## config.mk

```make
export PLATFORM = sky130hd
export DESIGN_NAME = fwd_hazard_ctrl
export DESIGN_NICKNAME = d
export VERILOG_FILES = /design/src/rtl/fwd_hazard_ctrl.sv
export SDC_FILE = /design/constraint.sdc
export NUM_CORES = 1
export LEC_CHECK = 0
export ABC_AREA = 0
export ABC_CLOCK_PERIOD_IN_PS = 3000
export CORE_AREA = 2 2 136 85
export CTS_CLUSTER_SIZE = 20
export DETAILED_ROUTE_END_ITERATION = 8
export DIE_AREA = 0 0 138 87
export PLACE_DENSITY = 0.75
export SYNTH_ARGS = -nofsm -noshare
export SYNTH_HDL_FRONTEND = slang
export SYNTH_SLANG_ARGS = --single-unit
```

## constraint.sdc

```tcl
create_clock -name clk -period 3 [get_ports clk]
set_clock_uncertainty 0.2 [all_clocks]
set_input_delay 0.3 -clock clk [delete_from_list [all_inputs] [get_ports clk]]
set_output_delay 0.3 -clock clk [all_outputs]
set_load 0.005 [all_outputs]
```

## src/rtl/fwd_hazard_ctrl.sv

```systemverilog
// fwd_hazard_ctrl: forwarding-select, load-use stall and branch-flush control
// for the 5-stage pipeline. Keeps a shadow copy of the destination info held
// in EX and MEM and drives the EX operand MUX_4 selects.
module fwd_hazard_ctrl #(
   parameter int unsigned REG_W = 5,
   parameter int unsigned CNT_W = 32
) (
   input  logic             clk,
   input  logic             rst_n,
   input  logic             id_valid,
   input  logic [REG_W-1:0] id_rs,
   input  logic [REG_W-1:0] id_rt,
   input  logic             id_use_rs,
   input  logic             id_use_rt,
   input  logic [REG_W-1:0] id_rd,
   input  logic             id_reg_write,
   input  logic             id_is_load,
   input  logic             ex_br_taken,
   input  logic             ext_hold,
   output logic [1:0]       fwd_a_sel,
   output logic [1:0]       fwd_b_sel,
   output logic             stall,
   output logic             flush,
   output logic [CNT_W-1:0] stall_cnt,
   output logic [CNT_W-1:0] flush_cnt
);

   typedef enum logic [1:0] {
      RUN      = 2'd0,
      LU_STALL = 2'd1,
      HOLD     = 2'd2
   } state_t;

   typedef struct packed {
      logic             valid;
      logic [REG_W-1:0] rd;
      logic             reg_write;
      logic             is_load;
   } stage_t;

   localparam logic [1:0] SEL_RF  = 2'd0;
   localparam logic [1:0] SEL_EXM = 2'd1;
   localparam logic [1:0] SEL_MWB = 2'd2;

   // The regfile is write-through, so a WB-stage producer never needs a
   // forwarding path; only EX and MEM entries are shadowed.
   stage_t ex_q;
   stage_t mem_q;
   stage_t id_entry;

   state_t state;
   state_t saved;
   state_t state_nxt;
   state_t saved_nxt;
   state_t eff_state;

   logic       ex_hit_rs;
   logic       ex_hit_rt;
   logic       mem_hit_rs;
   logic       mem_hit_rt;
   logic       load_use;
   logic       issue;
   logic [1:0] sel_a_nxt;
   logic [1:0] sel_b_nxt;

   function automatic logic writes(input stage_t s, input logic [REG_W-1:0] r);
      return s.valid & s.reg_write & (s.rd == r) & (r != '0);
   endfunction

   // Hazard detection, stall/flush generation and next forwarding selects.
   always_comb begin
      ex_hit_rs  = id_use_rs & writes(ex_q, id_rs);
      ex_hit_rt  = id_use_rt & writes(ex_q, id_rt);
      mem_hit_rs = id_use_rs & writes(mem_q, id_rs);
      mem_hit_rt = id_use_rt & writes(mem_q, id_rt);

      // While parked in HOLD, behave as the state that was interrupted.
      eff_state = (state == HOLD) ? saved : state;

      load_use = id_valid & ex_q.valid & ex_q.is_load & (ex_hit_rs | ex_hit_rt);
      flush    = ex_br_taken & ~ext_hold;
      stall    = load_use & ~ex_br_taken & ~ext_hold & (eff_state != LU_STALL);
      issue    = id_valid & ~stall & ~flush;

      sel_a_nxt = ex_hit_rs ? SEL_EXM : (mem_hit_rs ? SEL_MWB : SEL_RF);
      sel_b_nxt = ex_hit_rt ? SEL_EXM : (mem_hit_rt ? SEL_MWB : SEL_RF);

      id_entry.valid     = 1'b1;
      id_entry.rd        = id_rd;
      id_entry.reg_write = id_reg_write;
      id_entry.is_load   = id_is_load;
   end

   // FSM next state: RUN -> LU_STALL for one cycle on a stall; any state
   // parks in HOLD while frozen and resumes the saved state on release.
   always_comb begin
      state_nxt = state;
      saved_nxt = saved;
      if (ext_hold) begin
         state_nxt = HOLD;
         saved_nxt = (state == HOLD) ? saved : state;
      end else begin
         saved_nxt = RUN;
         case (eff_state)
            RUN:      state_nxt = stall ? LU_STALL : RUN;
            LU_STALL: state_nxt = RUN;
            default:  state_nxt = RUN;
         endcase
      end
   end

   // State register, shadow pipe advance, select registers and counters.
   always_ff @(posedge clk) begin
      if (!rst_n) begin
         state     <= RUN;
         saved     <= RUN;
         ex_q      <= '0;
         mem_q     <= '0;
         fwd_a_sel <= SEL_RF;
         fwd_b_sel <= SEL_RF;
         stall_cnt <= '0;
         flush_cnt <= '0;
      end else begin
         state <= state_nxt;
         saved <= saved_nxt;
         if (!ext_hold) begin
            mem_q <= ex_q;
            if (issue) begin
               ex_q      <= id_entry;
               fwd_a_sel <= sel_a_nxt;
               fwd_b_sel <= sel_b_nxt;
            end else begin
               ex_q      <= '0;
               fwd_a_sel <= SEL_RF;
               fwd_b_sel <= SEL_RF;
            end
            if (stall && (stall_cnt != '1))
               stall_cnt <= stall_cnt + {{(CNT_W-1){1'b0}}, 1'b1};
            if (flush && (flush_cnt != '1))
               flush_cnt <= flush_cnt + {{(CNT_W-1){1'b0}}, 1'b1};
         end
      end
   end

endmodule
```

Word-level counts from Yosys, hierarchy flattened
Cells that the tools add are included.
{"block": "classes", "mux": 11, "n_addsub": 2, "eq_ne": 8, "reduce_logical": 9, "bitwise": 30}
{"operator": "adder 32 x 1 -> 32 bit, second input constant", "count": 2}
{"operator": "!= test 32 bit, second input constant", "count": 2}
{"operator": "bitwise AND 1 bit", "count": 23}
{"operator": "== test 5 bit", "count": 4}
{"operator": "2-to-1 mux 2 bit", "count": 8}
{"operator": "nonzero test 5 bit", "count": 2}
{"operator": "2-to-1 mux 8 bit", "count": 1}
{"operator": "inverter 1 bit", "count": 6}
{"operator": "AND reduction 2 bit", "count": 3}
{"operator": "OR reduction 3 bit", "count": 1}
{"operator": "== test 2 bit, second input constant", "count": 1}
{"operator": "logical AND 1 bit", "count": 2}
{"operator": "logical NOT 2 bit", "count": 1}
{"operator": "2-to-1 mux 1 bit", "count": 2}
{"operator": "!= test 2 x 1 -> 1 bit, second input constant", "count": 1}
{"operator": "bitwise OR 1 bit", "count": 1}
{"block": "word_totals", "input_bits": 24, "register_bits": 87, "elab_cells": 74, "output_inout_bits": 70}

Longest topological paths before layout
{"block": "logic_depth", "depth_word": 13, "depth_mapped": 9, "depth_no_buf": 7}

Least setup slack after synthesis
No wires, ideal clock.
{"block": "synth_timing", "path_type": "register -> register", "start": "register flush_cnt[0]", "end": "register flush_cnt[26]", "synth_period_minus_slack_ns": 2.375, "setup_ns": 0.115, "n_path_buf": 0, "path_stages_with_launch": 8, "t_required_ns": 2.685, "t_arrival_ns": 2.060, "slack_ns": 0.625, "cell_sequence": "dfxtp_1 -> ha_1 -> and4_1 -> nand3_1 -> nor4_1 -> nand4_1 -> xnor2_1 -> and2_1"}
{"block": "synth_between", "elab_chain_cells": 3, "elab_cells_between_ends": 4, "cone_classes": "add/sub (1); eq/ne (1); reduce/logical (2)"}
{"item": "start: declaration", "line": "25", "source": "output logic [CNT_W-1:0] flush_cnt"}
{"item": "start signal: assignment", "line": "140", "source": "flush_cnt <= flush_cnt + {{(CNT_W-1){1'b0}}, 1'b1};"}
{"item": "branches (longest 3 deep; another with adder 32 x 1 -> 32 bit)"}
Parallel ways; which one is timed is not known.
A chain may end at the register's enable or synchronous reset.

Worst setup path after layout
{"block": "layout_timing", "start": "input port id_rt[1]", "end": "output port stall"}
{"block": "layout_between", "elab_chain_cells": 9, "elab_cells_between_ends": 10, "cone_classes": "eq/ne (1); bitwise (8); reduce/logical (1)"}
{"item": "start: declaration", "line": "12", "source": "input logic [REG_W-1:0] id_rt,"}
{"item": "== test 5 bit", "line": "67", "source": "return s.valid & s.reg_write & (s.rd == r) & (r != '0);"}
{"item": "bitwise AND 1 bit", "line": "67"}
{"item": "bitwise AND 1 bit (*)", "line": "67"}
{"item": "bitwise AND 1 bit (*)", "line": "73", "source": "ex_hit_rt = id_use_rt & writes(ex_q, id_rt);"}
{"item": "bitwise OR 1 bit (*)", "line": "80", "source": "load_use = id_valid & ex_q.valid & ex_q.is_load & (ex_hit_rs | ex_hit_rt);"}
{"item": "bitwise AND 1 bit (*)", "line": "80"}
{"item": "bitwise AND 1 bit (*) (3 in a row)", "line": "82", "source": "stall = load_use & ~ex_br_taken & ~ext_hold & (eff_state != LU_STALL);"}
{"item": "end: declaration", "line": "22", "source": "output logic stall,"}
Every way passes the cells marked *; elsewhere a longest branch is shown, timed or not.

==> flow_summary.ini <==
[worst_setup_path]
worstSetupPathType = in2out
crit_chain = clkdlybuf4s50_1 -> or4_1 -> o21ai_1 -> nor3_1 -> o21ai_2 -> inv_1 -> clkdlybuf4s50_1
arrival_ns = 2.38
cpPeakStageDelay_ns = 0.53
cp_max_fo = 3
r2r_cells = 6
path_common_cell = clkdlybuf4s50_1
cp_top_family = buffers and inverters
critical_path_required_ns = 2.50
critPathSlowestCell = or4_1
critPathLaunchType = input port
worst-path-stages = 7
path_buf_inv = 3
worstSetupEndpointType = primary output

[finish]
final_nets = 606
area_growth_pct = 34.7
final_cell_mix = clkdlybuf4s50_1, dfxtp_1, nor2_1
utilization_pct = 52.1
drive_above_1_share_pct = 7.69
final_common_cell = clkdlybuf4s50_1
diodes = 0
final_area_um2 = 5670

[detailed_routing]
dr.pass1.iters = 5
antenna_left = 0
drt-initial-drc-count = 312
wl_per_cell_um = 15.4
route.vias.total = 3998
drc = 0
vias_per_cell = 5.48
postRouteWirelength_mm = 11.2

[sta]
whs_ns = 0.280
rsz0062_at_grt = false
slew_violations = 0
setup_violations = 0
fin_crit_ns = 2.88
worst_slew_pin_slew_ns = 0.922
hold_viol_final = 0
clock.fmax_ghz = 0.347
relSlewSlack_pct = 38.6
fin_crit_sh_pct = 95.9
finalWorstSetupSlack_ns = 0.122

[clock_tree]
clk_path_buf_depth = 2
htreeDepth = 3
cts-root-buf = clkbuf_16
clk_pin_slew_worst_paths_ns = 0.06
clock_latency_ns = 0.34
clock-sinks = 87
cts_buffers = 9
tritoncts = yes

[power]
p_per_area_nw_per_um2 = 409
ir_drop_v = 0.000312
p_leak_nw = 1.91

[placed_design]
dp_hpwl_mm = 8.10
preCtsSetupSlack_ns = -0.0844
io_buffers = 93
placed_area_um2 = 5390
gp_congestion = 0.863

[floorplan]
core_um2 = 10900
die_h_um = 87
num_rows = 30
die_area_um2 = 12000
die_w_um = 138
initial_core_util_pct = 38.7
ios = 94

[worst_hold_path]
hp-class = reg2reg
whs_path_depth = 1

[logic_synthesis]
synth_top_area_share_pct = 41.4
synthCells = 478
ys_ff_latch = 87
synth_edf_count = 0
synth_nets = 504
syn-cell-area_um2 = 4210
synth_flop_cell = dfxtp_1
async_reset_ff_share_pct = 0
synth_area_leader_cell = dfxtp_1
syn_avg_cell_area_um2 = 8.81
synth.yosys.seq_area_share_pct = 41.4
yosysWarnings = 0
ys_top_cells_by_area = dfxtp_1, xnor2_1, xor2_1, mux2i_1, nor2_1
synthDistinctLibCells = 45

[global_route]
gr-total-overflow = 0
antenna_found_initial = 0
grt_max_degree = 41
grt_pass1_wl_mm = 18.4
grt_use_total_pct = 19.1
grt_pass1_vias = 3708

[run]
max-cap-violations = 0

[outcome]
status = finished clean
## sequential cells by signal (all words and copies together) (netlist names)
name       cells
mem_q          7
state          2
ex_q           8
fwd_b_sel      2
fwd_a_sel      2
saved          2
flush_cnt     32
stall_cnt     32
## cell type report
type                            count  area [um2]
Multi-Input combinational cell    360        2340
Tap cell                          144         180
Clock inverter                      5        33.8
Sequential cell                    87        1740
Inverter                            7        26.3
Fill cell                         991        5220
Timing Repair Buffer              115        1110
Clock buffer                       11         243
## logic make-up (layout without fill, tap and decap cells)
family          Yosys count  count (layout)  share of synthesized area, %
simple gates            222             222                          29.2
flops                    87              87                          41.4
compound gates           68              68                          11.1
xor+xnor                 50              50                          10.4
buf+inv                  31             138                          3.12
mux                      18              18                          4.28
fa+ha+maj                 2               2                         0.594
## power breakdown
group,switching [W],internal [W]
combinational,0.0000568,0.0000600
clock,0.000452,0.000582
sequential,0.00000867,0.00116
total,0.000517,0.00180
## synthesized netlist by cell type (2+ instances only)
cell	instances
nor2_1	45
clkbuf_1	17
nand3_1	30
nor4_1	11
xnor2_1	27
nand2_1	32
o211ai_1	2
buf_2	6
nor3_1	11
or3_1	10
nor4b_1	3
and3_1	9
and4_1	9
inv_1	7
nand4_1	20
and2_1	4
nor4bb_1	2
nor2b_1	2
or2_2	2
mux2i_1	18
a22o_1	11
a21oi_1	21
ha_1	2
or4b_2	2
o31ai_1	14
xor2_1	23
nand2b_1	10
dfxtp_1	87
o21ai_0	11
or4_1	15
## path summary, 6_finish.rpt
path	startpoint	to	slack (ns)
worst min-delay path	fwd_a_sel[0]	fwd_a_sel[0]	0.28
worst max-delay path	id_rt[1]	stall	0.12
worst min register to register	fwd_a_sel[0]	fwd_a_sel[0]	0.28
worst max register to register	stall_cnt[19]	stall_cnt[19]	0.31
## metal layers
metal  vias up  wire length (um)  GRT usage [%]
met2       133              4790           27.6
met1      1900              5410           27.1
met3        15               873           5.99
met5         -                 0              0
li1       1950                 -              -
met4         0               165           5.94
## stage by stage
stage	std cells	total power, W	setup TNS, ns
finish	729	0.00232	0
global route	729	0.00242	0
CTS	728	0.00235	0
detailed placement	712	0.00131	-0.363
global placement	712	0.00131	-0.0488
floorplan	478	0.00125	0
## timing repair
item,CTS,global route
setup buffers,0,1
gates resized for setup,2,0
setup endpoints to repair,1,1
pin swaps,0,1
hold buffers,0,0
(Power assumes the default switching activity.)
